$ cat src/rtl/alu_operand_stage.sv
// ID/EX operand stage: one-entry skid register with operand select, EX/MEM and MEM/WB forwarding,
// and load-use stall. Forwarding and the load-use stall exist only when PIRISC_FORWARD_EN is defined.
module alu_operand_stage #(
  parameter int VAR_WIDTH  = 32,
  parameter int OP_WIDTH   = 4,
  parameter int REG_ADDR_W = 5
) (
  input  logic                  clk,
  input  logic                  rst,
  input  logic                  in_valid,
  output logic                  in_ready,
  input  logic [REG_ADDR_W-1:0] in_rs1,
  input  logic [REG_ADDR_W-1:0] in_rs2,
  input  logic [VAR_WIDTH-1:0]  in_rs1_data,
  input  logic [VAR_WIDTH-1:0]  in_rs2_data,
  input  logic [VAR_WIDTH-1:0]  in_imm,
  input  logic [VAR_WIDTH-1:0]  in_pc,
  input  logic [OP_WIDTH-1:0]   in_alu_op,
  input  logic [1:0]            in_a_sel,
  input  logic                  in_b_sel,
  input  logic [REG_ADDR_W-1:0] in_rd,
  input  logic                  in_rd_we,
  input  logic                  in_is_load,
  input  logic                  flush,
  input  logic [REG_ADDR_W-1:0] exmem_rd,
  input  logic                  exmem_we,
  input  logic                  exmem_is_load,
  input  logic [VAR_WIDTH-1:0]  exmem_result,
  input  logic [REG_ADDR_W-1:0] memwb_rd,
  input  logic                  memwb_we,
  input  logic [VAR_WIDTH-1:0]  memwb_result,
  output logic                  out_valid,
  input  logic                  out_ready,
  output logic [OP_WIDTH-1:0]   alu_opcode,
  output logic [VAR_WIDTH-1:0]  alu_a,
  output logic [VAR_WIDTH-1:0]  alu_b,
  output logic [VAR_WIDTH-1:0]  out_rs2_data,
  output logic [REG_ADDR_W-1:0] out_rd,
  output logic                  out_rd_we,
  output logic                  out_is_load,
  output logic [VAR_WIDTH-1:0]  out_pc,
  output logic                  load_hazard
);

  logic                  held_valid_q, held_valid_d;
  logic [OP_WIDTH-1:0]   opcode_q, opcode_d;
  logic [1:0]            a_sel_q, a_sel_d;
  logic                  b_sel_q, b_sel_d;
  logic [REG_ADDR_W-1:0] rs1_q, rs1_d, rs2_q, rs2_d;
  logic [VAR_WIDTH-1:0]  op1_q, op1_d, op2_q, op2_d;
  logic [VAR_WIDTH-1:0]  imm_q, imm_d, pc_q, pc_d;
  logic [REG_ADDR_W-1:0] rd_q, rd_d;
  logic                  rd_we_q, rd_we_d;
  logic                  is_load_q, is_load_d;

  logic [VAR_WIDTH-1:0]  fwd1, fwd2;
  logic                  out_fire;

`ifdef PIRISC_FORWARD_EN
  logic ex_match1, ex_match2, wb_match1, wb_match2;

  assign ex_match1 = exmem_we && (exmem_rd == rs1_q) && (rs1_q != '0);
  assign ex_match2 = exmem_we && (exmem_rd == rs2_q) && (rs2_q != '0);
  assign wb_match1 = memwb_we && (memwb_rd == rs1_q) && (rs1_q != '0);
  assign wb_match2 = memwb_we && (memwb_rd == rs2_q) && (rs2_q != '0);

  // EX/MEM is the newer producer, so it beats MEM/WB.
  assign fwd1 = ex_match1 ? exmem_result : (wb_match1 ? memwb_result : op1_q);
  assign fwd2 = ex_match2 ? exmem_result : (wb_match2 ? memwb_result : op2_q);

  assign load_hazard = held_valid_q && exmem_is_load && (ex_match1 || ex_match2);
`else
  logic unused_fwd_inputs;

  assign unused_fwd_inputs = ^{exmem_rd, exmem_we, exmem_is_load, exmem_result,
                               memwb_rd, memwb_we, memwb_result, rs1_q, rs2_q};
  assign fwd1        = op1_q;
  assign fwd2        = op2_q;
  assign load_hazard = 1'b0;
`endif

  assign out_valid = held_valid_q && !load_hazard;
  assign out_fire  = out_valid && out_ready;
  assign in_ready  = !held_valid_q || out_fire;

  always_comb begin
    held_valid_d = held_valid_q;
    opcode_d     = opcode_q;
    a_sel_d      = a_sel_q;
    b_sel_d      = b_sel_q;
    rs1_d        = rs1_q;
    rs2_d        = rs2_q;
    op1_d        = op1_q;
    op2_d        = op2_q;
    imm_d        = imm_q;
    pc_d         = pc_q;
    rd_d         = rd_q;
    rd_we_d      = rd_we_q;
    is_load_d    = is_load_q;
    if (in_valid && in_ready && !flush) begin
      held_valid_d = 1'b1;
      opcode_d     = in_alu_op;
      a_sel_d      = in_a_sel;
      b_sel_d      = in_b_sel;
      rs1_d        = in_rs1;
      rs2_d        = in_rs2;
      op1_d        = in_rs1_data;
      op2_d        = in_rs2_data;
      imm_d        = in_imm;
      pc_d         = in_pc;
      rd_d         = in_rd;
      rd_we_d      = in_rd_we;
      is_load_d    = in_is_load;
    end else if (out_fire || flush) begin
      held_valid_d = 1'b0;
    end else if (held_valid_q) begin
      // Absorb results retiring during a stall so they are not lost once MEM/WB moves on.
      op1_d = fwd1;
      op2_d = fwd2;
    end
  end

  always_ff @(posedge clk) begin
    if (rst) begin
      held_valid_q <= 1'b0;
      opcode_q     <= '0;
      a_sel_q      <= '0;
      b_sel_q      <= 1'b0;
      rs1_q        <= '0;
      rs2_q        <= '0;
      op1_q        <= '0;
      op2_q        <= '0;
      imm_q        <= '0;
      pc_q         <= '0;
      rd_q         <= '0;
      rd_we_q      <= 1'b0;
      is_load_q    <= 1'b0;
    end else begin
      held_valid_q <= held_valid_d;
      opcode_q     <= opcode_d;
      a_sel_q      <= a_sel_d;
      b_sel_q      <= b_sel_d;
      rs1_q        <= rs1_d;
      rs2_q        <= rs2_d;
      op1_q        <= op1_d;
      op2_q        <= op2_d;
      imm_q        <= imm_d;
      pc_q         <= pc_d;
      rd_q         <= rd_d;
      rd_we_q      <= rd_we_d;
      is_load_q    <= is_load_d;
    end
  end

  always_comb begin
    alu_a = fwd1;
    case (a_sel_q)
      2'd1:    alu_a = pc_q;
      2'd2:    alu_a = '0;
      default: alu_a = fwd1;
    endcase
  end

  assign alu_b        = b_sel_q ? imm_q : fwd2;
  assign out_rs2_data = fwd2;
  assign alu_opcode   = opcode_q;
  assign out_rd       = rd_q;
  assign out_rd_we    = rd_we_q;
  assign out_is_load  = is_load_q;
  assign out_pc       = pc_q;

endmodule

$ cat config.mk
export PLATFORM = sky130hd
export DESIGN_NAME = alu_operand_stage
export DESIGN_NICKNAME = d
export VERILOG_FILES = /design/src/rtl/alu_operand_stage.sv
export SDC_FILE = /design/constraint.sdc
export NUM_CORES = 1
export LEC_CHECK = 0
export ABC_AREA = 0
export BUFFER_PORTS_ARGS = -buffer_cell sky130_fd_sc_hd__buf_4
export CORE_UTILIZATION = 35
export CTS_CLUSTER_DIAMETER = 150
export DETAILED_ROUTE_END_ITERATION = 6
export HOLD_SLACK_MARGIN = 0.12
export SLEW_MARGIN = 20
export SYNTH_ARGS = -nofsm -noshare
export SYNTH_HDL_FRONTEND = slang
export SYNTH_SLANG_ARGS = --single-unit
$ cat constraint.sdc
create_clock -name clk -period 3.2 [get_ports clk]
set_clock_uncertainty 0.1 [all_clocks]
set_input_delay 0.32 -clock clk [delete_from_list [all_inputs] [get_ports clk]]
set_output_delay 0.32 -clock clk [all_outputs]
set_load 0.1 [all_outputs]
==> flow_summary.toml, run 1 <==
[pwr]
power_frac_comb = 0.282
pwr-share-clk = 0.368
p_seq_frac = 0.350
p_int_w = 0.003646
p_leak_nw = 4.893
p_sw_frac = 0.3399
powerDensity_mw_per_mm2 = 479.5
power_switching_w = 0.001878
vdd_drop_max_mv = 0.3275

[routing]
wl_microns = 21420
vias_per_cell = 4.441
dr_wl_met3_microns = 1476
wl_per_cell_microns = 14.82
vias = 6417
met1Wirelength_microns = 9244
remaining_drc_errors = 0
top_layer = "met4"
first_iter_violations = 183
wl_met2_microns = 10280
ant_nets = 0
drt_pass1_iterations = 4

[cts]
cts_tree = "yes"
clk_pin_slew_worst_paths_ps = 60
cts_setup_buffers = 0
clk_latency_ps = 410
clockBufferDepth = 2
htreeDepth = 4
root_buffer = "clkbuf_16"
cts_sinks = 143
tritoncts.num_buffers = 17

[placement]
hpwl_microns = 13960
portBuffers = 287
dp_cells = 1271
post-place-ws_ps = 998.1
placed_area_sq_mm = 0.009503
gp_congestion = 0.7386

[final_layout]
instances_no_fill = 1445
final_cell_area_sq_mm = 0.01152
antenna_cells = 0
layout-drive-gt1-share = 0.3072
area_growth_pct = 58.08
nets = 1397

[timing]
drv_slew = 0
hold_violations = 0
max_slew_margin = 0.5788
finalCriticalPeriod_ps = 2629
worstMarginPinSlew_ps = 631.9
finalCritPeriodShare = 0.8214
fmax_ghz = 0.3804
setup_violations = 0
rsz0062_at_grt = "false"
fin_ws_ps = 571.5
setup_tns_ps = 0

[die]
start_util = 0.3590
io_pins = 376
rows = 52
core_sq_mm = 0.02030
dieArea_sq_mm = 0.02141
die_h_microns = 146.3
die_w_microns = 146.3

[yosys]
seq_area_frac_synth = 0.3928
synth_warnings = 0
ys_types = 18
avgSynthCellArea_sq_um = 9.502
ys_ff_latch = 143
synth_top_area_frac = 0.3928
synth_fp_nets = 1002
synth_area_leaders = "dfxtp_1 39%, nand2b_1 24%, mux2i_1 20%"
netlist_instances = 767
synth_area_sq_mm = 0.007288
synth_largest_area_cell = "dfxtp_1"

[global_routing]
grt_pass1_wl_microns = 34090
grt_pass1_vias = 6604
antenna_found_initial = 0
track_usage = 0.2009
grt_start_max_net_pins = 90
gr-total-overflow = 0

[critical_path]
worst_setup_path_start_kind = "flip-flop"
cp.arrival_ps = 2210
crit_fanout = 23
worstPathRequired_ps = 2780
end_kind = "output pin"
worstSetupPathType = "flip-flop to output pin"

[run_status]
status = "complete, no violations"

[flow_run]
cap_violations = 0

[worst_hold_path]
hold_class = "input pin to flip-flop"
critical path, cell delays in order, from the launching register on:
cell and delay, ps:
dfxtp_1 310, inv_1 50, ha_2 530, buf_4 290, nand2_1 70, o21ai_1 180
buf_4 340
stage by stage:
stage	power (W)	utilization	hold slack, ps
after global routing	0.005751	0.5676	120.2
after detailed placement	0.003389	0.4681	359.7
after CTS	0.005597	0.5676	136.1
final	0.005524	0.5676	141.7
after global placement	0.003385	0.4681	358.4
after floorplan	0.003028	-	299.3
layer usage:
| layer | track usage | up-vias |
|---|---|---|
| met1 | 0.2357 | 2916 |
| li1 | - | 3272 |
| met3 | 0.06281 | 29 |
| met2 | 0.3457 | 200 |
| met5 | 0 | - |
| met4 | 0.06667 | 0 |
placed cells by master (no fill, tap or decap), types with 3 or more instances in the layout:
master         instances
bufinv_16              3
clkinv_4               3
nand2_1               64
dfxtp_1              143
clkbuf_16             17
dlygate4sd3_1        142
mux2_2                32
buf_4                291
o21ai_1               32
mux2i_1              142
nand2b_1             284
clkinv_2               3
buf_12                 4
Yosys cell counts, drive strengths merged:
cell type	number
inv	2
clkbuf	42
dfxtp	143
mux2i	142
conb	1
nor3b	1
mux2	32
nor2b	1
nor2	1
o21ai	32
buf	20
nand2	64
ha	1
nor3	1
nand2b	284
layout make-up:
class                   count  area, sq um
clock inverters            13        163.9
fillers                  1796         8778
multi-input cells         560         4019
flip-flops and latches    143         2863
well taps                 270        337.8
inverters                   2        7.507
repair buffers            438         3697
clock buffers              19        432.9
worst paths after layout:
| check | startpoint | to | cells after the start | slack (ps) |
|---|---|---|---|---|
| worst max-delay path | a_sel_q[1] | alu_a[24] | 6 | 570 |
| worst min-delay path | in_rs2_data[1] | out_rs2_data[1] | 3 | 140 |
| worst max register to register | out_valid | imm_q[18] | 4 | 1460 |
| worst min register to register | imm_q[4] | imm_q[4] | 2 | 370 |
flip-flops by register name, summed over array words and instances (netlist names):
name	cells
out_rs2_data	32
imm_q	32
out_pc	32
fwd1	32
alu_opcode	4
b_sel_q	1
out_valid	1
out_is_load	1
out_rd	5
out_rd_we	1
a_sel_q	2
cells by family (layout without fill, tap and decap cells):
group	Yosys count	count (layout)	synth area share
and+or+nand+nor	352	352	0.2815
muxes	174	174	0.2445
DFF	143	143	0.3928
buffers and inverters	64	472	0.05699
AOI/OAI and AO/OA	32	32	0.02197
adders and majority gates	1	1	0.001716
other	1	1	0.0005145
power groups by stage:
stage / Clock (W) / Sequential [W] / Combinational, W
final: 0.00203 / 0.00194 / 0.00156
after global routing: 0.00218 / 0.00195 / 0.00163
after CTS: 0.00210 / 0.00194 / 0.00156
after detailed placement: 0 / 0.00197 / 0.00141
after global placement: 0 / 0.00197 / 0.00141
after floorplan: 0 / 0.00231 / 0.000716
timing repair:
item,CTS,global route
resized for setup,0,0
hold buffers,142,0
hold endpoints to repair,141,0
No activity file was read; power rests on OpenSTA's default activity.
==> inputs of run 2 (changes only) <==
- PLACE_DENSITY: unset -> 0.67
- clock period: 3.2 -> 2.32 ns (I/O delays scaled with it)
==> run 2 against run 1 <==
- critical path depth unchanged
- largest power group unchanged
- highest routed layer unchanged
- power increased by 40%
- sequential power up 38%
- flip-flop and latch count unchanged
- sequential share of layout area fell by 0.60 points
==> flow_summary.toml, run 2 (same netlist as run 1, synthesis figures left out) <==
[run_status]
status = "complete, no violations"

[cts]
clk_pin_slew_worst_paths_ps = 60
cts_tree = "yes"
cts_sinks = 143
cts_setup_buffers = 0
clk_latency_ps = 420
root_buffer = "clkbuf_16"
htreeDepth = 4
tritoncts.num_buffers = 17
clockBufferDepth = 2

[timing]
finalCritPeriodShare = 0.9528
hold_ws_ps = 348.2
hold_violations = 0
rsz0062_at_grt = "true"
setup_violations = 0
drv_slew = 0
fmax_ghz = 0.4524
worstMarginPinSlew_ps = 560.9
max_slew_margin = 0.6261
finalCriticalPeriod_ps = 2210
fin_ws_ps = 109.5

[routing]
vias = 6530
ant_nets = 0
first_iter_violations = 226
remaining_drc_errors = 0
wl_microns = 20670
drt_pass1_iterations = 4
vias_per_cell = 4.485
wl_per_cell_microns = 14.19

[final_layout]
final_cell_area_sq_mm = 0.01181
area_growth_pct = 61.99
instances_no_fill = 1456
n_fill_cell = 1763
layout_commonest_cell = "nand2b_1"
antenna_cells = 0
layout-drive-gt1-share = 0.3229
final_cell_mix = "284 x nand2b_1, 283 x buf_4, 144 x dlygate4sd3_1"
nets = 1409

[critical_path]
crit_buf_inv = 3
worstSetupPathType = "flip-flop to output pin"
worstPathRequired_ps = 1990
cp_cell_sequence = "inv_1, ha_4, buf_4, nand2_1, o21ai_1, buf_4"
cpPeakStageDelay_ps = 390
worst_setup_path_start_kind = "flip-flop"
end_kind = "output pin"
path_common_cell = "buf_4"
cp_top_family = "buffers and inverters"
crit_fanout = 12
crit_slowest_cell = "ha_4"
cp.arrival_ps = 1880

[global_routing]
grt_start_max_net_pins = 60
track_usage = 0.1934
grt_pass1_wl_microns = 33370
gr-total-overflow = 0
antenna_found_initial = 0
grt_pass1_vias = 6659

[die]
dieArea_sq_mm = 0.02141
die_w_microns = 146.3
start_util = 0.3590
io_pins = 376
rows = 52
die_h_microns = 146.3
core_sq_mm = 0.02030

[pwr]
p_leak_nw = 5.019
powerDensity_mw_per_mm2 = 653.9
vdd_drop_max_mv = 0.4175

[flow_run]
cap_violations = 0

[worst_hold_path]
hold_class = "input pin to flip-flop"

[placement]
gp_congestion = 0.7567
placed_area_sq_mm = 0.009707
post-place-ws_ps = 371.5
portBuffers = 287
dp_cells = 1281
hpwl_microns = 13300
-- run 2: cell count changes in the layout (fill, tap and decap cells not counted), sizes merged --
cell	change
clkinv	-1
buf	+10
clkinvlp	-1
inv	+1
dlygate4sd3	+2
-- run 2: timing repair --
| item | CTS | global route |
|---|---|---|
| gates resized for setup | 1 | 12 |
| hold buffers | 144 | 0 |
| endpoints found under the setup margin | 27 | 12 |
| endpoints found under the hold margin | 143 | 0 |
-- run 2: area by class of cell --
| type | instances | area [sq um] | area share |
|---|---|---|---|
| clock inverters | 12 | 160.2 | 0.01357 |
| clock buffers | 19 | 442.9 | 0.03752 |
| flip-flops and latches | 143 | 2863 | 0.2425 |
| well taps | 270 | 337.8 | 0.02861 |
| multi-input cells | 560 | 4074 | 0.3451 |
| inverters | 2 | 7.507 | 0.0006359 |
| repair buffers | 450 | 3921 | 0.3321 |
-- run 2: stage by stage --
step	utilization	total power, W	setup TNS, ps
finish	0.5816	0.007720	0
global route	0.5816	0.008027	-0.7030
CTS	0.5794	0.007812	0
detailed placement	0.4782	0.004713	0
global placement	0.4782	0.004700	0
floorplan	-	0.004186	-8910
-- run 2: final timing paths --
path,startpoint,end,slack (ps),depth (start not counted)
max,a_sel_q[1],alu_a[21],110,6
min,in_valid,out_pc[24],350,4
max reg2reg,out_valid,out_pc[1],590,5
min reg2reg,imm_q[28],imm_q[28],370,2
-- run 2: power by group --
group / switching, W / internal (W)
clock: 0.00112 / 0.00173
combinational: 0.00141 / 0.000791
sequential: 0.0000856 / 0.00259
total: 0.00262 / 0.00510
-- run 2: metal layers --
metal | up-vias | wire length (microns) | track usage
met1 | 2978 | 9164 | 0.2304
met5 | - | 0 | 0
met2 | 217 | 9811 | 0.3321
met4 | 0 | 250 | 0.05000
li1 | 3315 | - | -
met3 | 20 | 1440 | 0.06406
-- run 2: worst reg2reg max path: stages (launching register included) --
cell and delay (ps):
dfxtp_1 310, nor2b_4 130, nor3b_4 280, buf_12 280
buf_12 290, mux2i_1 250
==> inputs of run 3 (changes only) <==
- CTS_BUF_LIST: unset -> sky130_fd_sc_hd__clkbuf_8
- SLEW_MARGIN: 20 -> 10
==> run 3 against run 2 <==
- power decreased by 9.3%
- count of clock-buffer cells in the layout decreased by 1
- register-to-register slack about the same
- sequential share of layout area increased by 0.40 points
- core utilization decreased by 0.96 points
- die area unchanged
- clock power decreased by 25%
- global-route usage decreased by 0.17 points
- hold slack got worse by 30 ps
- sequential power about the same
- flip-flop and latch count unchanged
- wire length decreased by 0.13%
- highest routed layer unchanged
==> flow_summary.toml, run 3 (same netlist as run 1, synthesis figures left out) <==
[routing]
dr_wl_met3_microns = 1455
wl_met2_microns = 9512
top_layer = "met4"
met1Wirelength_microns = 9381
vias_per_cell = 4.461
wl_per_cell_microns = 14.16
wl_microns = 20640
ant_nets = 0
vias = 6504
remaining_drc_errors = 0
first_iter_violations = 199
drt_pass1_iterations = 4

[timing]
drv_slew = 0
finalCritPeriodShare = 0.9486
fmax_ghz = 0.4544
setup_violations = 0
setup_tns_ps = 0
worstMarginPinSlew_ps = 581.9
max_slew_margin = 0.6121
hold_ws_ps = 318.1
rsz0062_at_grt = "false"
hold_violations = 0
finalCriticalPeriod_ps = 2201

[global_routing]
antenna_found_initial = 0
gr-total-overflow = 0
grt_pass1_wl_microns = 33120
track_usage = 0.1917
grt_start_max_net_pins = 60
grt_pass1_vias = 6624

[die]
core_sq_mm = 0.02030
die_w_microns = 146.3
io_pins = 376
start_util = 0.3590
dieArea_sq_mm = 0.02141
rows = 52
die_h_microns = 146.3

[cts]
root_buffer = "clkbuf_8"
cts_sinks = 143
cts_tree = "yes"
clk_latency_ps = 450
clk_pin_slew_worst_paths_ps = 90
tritoncts.num_buffers = 17
htreeDepth = 4
clockBufferDepth = 2

[pwr]
vdd_drop_max_mv = 0.3067
p_leak_nw = 4.940
powerDensity_mw_per_mm2 = 603.1

[final_layout]
area.sequential_sq_mm = 0.002863
n_fill_cell = 1789
layout_commonest_cell = "buf_4"
layout-drive-gt1-share = 0.3241
final_cell_area_sq_mm = 0.01161
area_growth_pct = 59.33
final_cell_mix = "288 x buf_4, 284 x nand2b_1, 144 x dlygate4sd3_1"
instances_no_fill = 1458
nets = 1411
antenna_cells = 0
multi_input_comb_area_sq_mm = 0.004074
final_core_util = 0.5721

[placement]
placed_area_sq_mm = 0.009707
portBuffers = 287
gp_congestion = 0.7567
dp_cells = 1281
hpwl_microns = 13300

[critical_path]
worstPathRequired_ps = 1990
cp.arrival_ps = 1870
worstSetupPathType = "flip-flop to output pin"
worst_setup_path_start_kind = "flip-flop"
crit_fanout = 23
end_kind = "output pin"

[run_status]
status = "complete, no violations"

[worst_hold_path]
hold_class = "input pin to flip-flop"

[flow_run]
cap_violations = 0
==> run 3: changes by cell type in the layout (fill, tap and decap cells not counted) <==
cell       change
clkbuf_1       -1
clkbuf_8      +17
inv_1          +1
buf_4          +5
buf_6          -4
clkbuf_16     -17
buf_2          +1
==> run 3: routing by layer <==
| metal | GRT usage | vias up |
|---|---|---|
| met3 | 0.06188 | 19 |
| met1 | 0.2273 | 2961 |
| met2 | 0.3302 | 217 |
| met4 | 0.05313 | 0 |
| met5 | 0 | - |
| li1 | - | 3307 |
==> run 3: cell type report <==
class,instances,area share
multi-input cells,560,0.3508
repair buffers,452,0.3375
inverters,2,0.0006465
flip-flops and latches,143,0.2465
clock buffers,18,0.02133
clock inverters,13,0.01411
well taps,270,0.02909
==> run 3: worst paths after layout <==
| check | depth (start not counted) | slack, ps | startpoint | end |
|---|---|---|---|---|
| max | 6 | 120 | a_sel_q[1] | alu_a[2] |
| min | 4 | 320 | in_valid | a_sel_q[0] |
| max reg2reg | 5 | 580 | out_valid | out_rs2_data[19] |
| min reg2reg | 2 | 370 | imm_q[28] | imm_q[28] |
==> run 3: report_power, final <==
part,internal (W),switching [W]
combinational,0.000791,0.00141
clock,0.00109,0.00104
sequential,0.00258,0.0000857
==> run 3: critical path: stages (launching register included) <==
cell and delay, ps:
dfxtp_1 340, inv_1 70, ha_4 350, buf_12 180, nand2_1 60, o21ai_1 90, buf_4 310
==> run 3: timing repair <==
| action | CTS | global route |
|---|---|---|
| endpoints found under the hold margin | 143 | 0 |
| setup endpoints to repair | 27 | 23 |
| hold buffers | 144 | 0 |
| buffers inserted | 0 | 2 |
| pin swaps | 0 | 1 |
| gates resized for setup | 1 | 8 |
==> run 3: through the flow <==
step | worst slack, ps | total power, W
5_1_grt | 2.211 | 0.007286
3_5_place_dp | 371.5 | 0.004713
2_1_floorplan | -445.5 | 0.004186
6_report | 119.3 | 0.007003
3_3_place_gp | 389.4 | 0.004700
4_1_cts | 7.590 | 0.007075
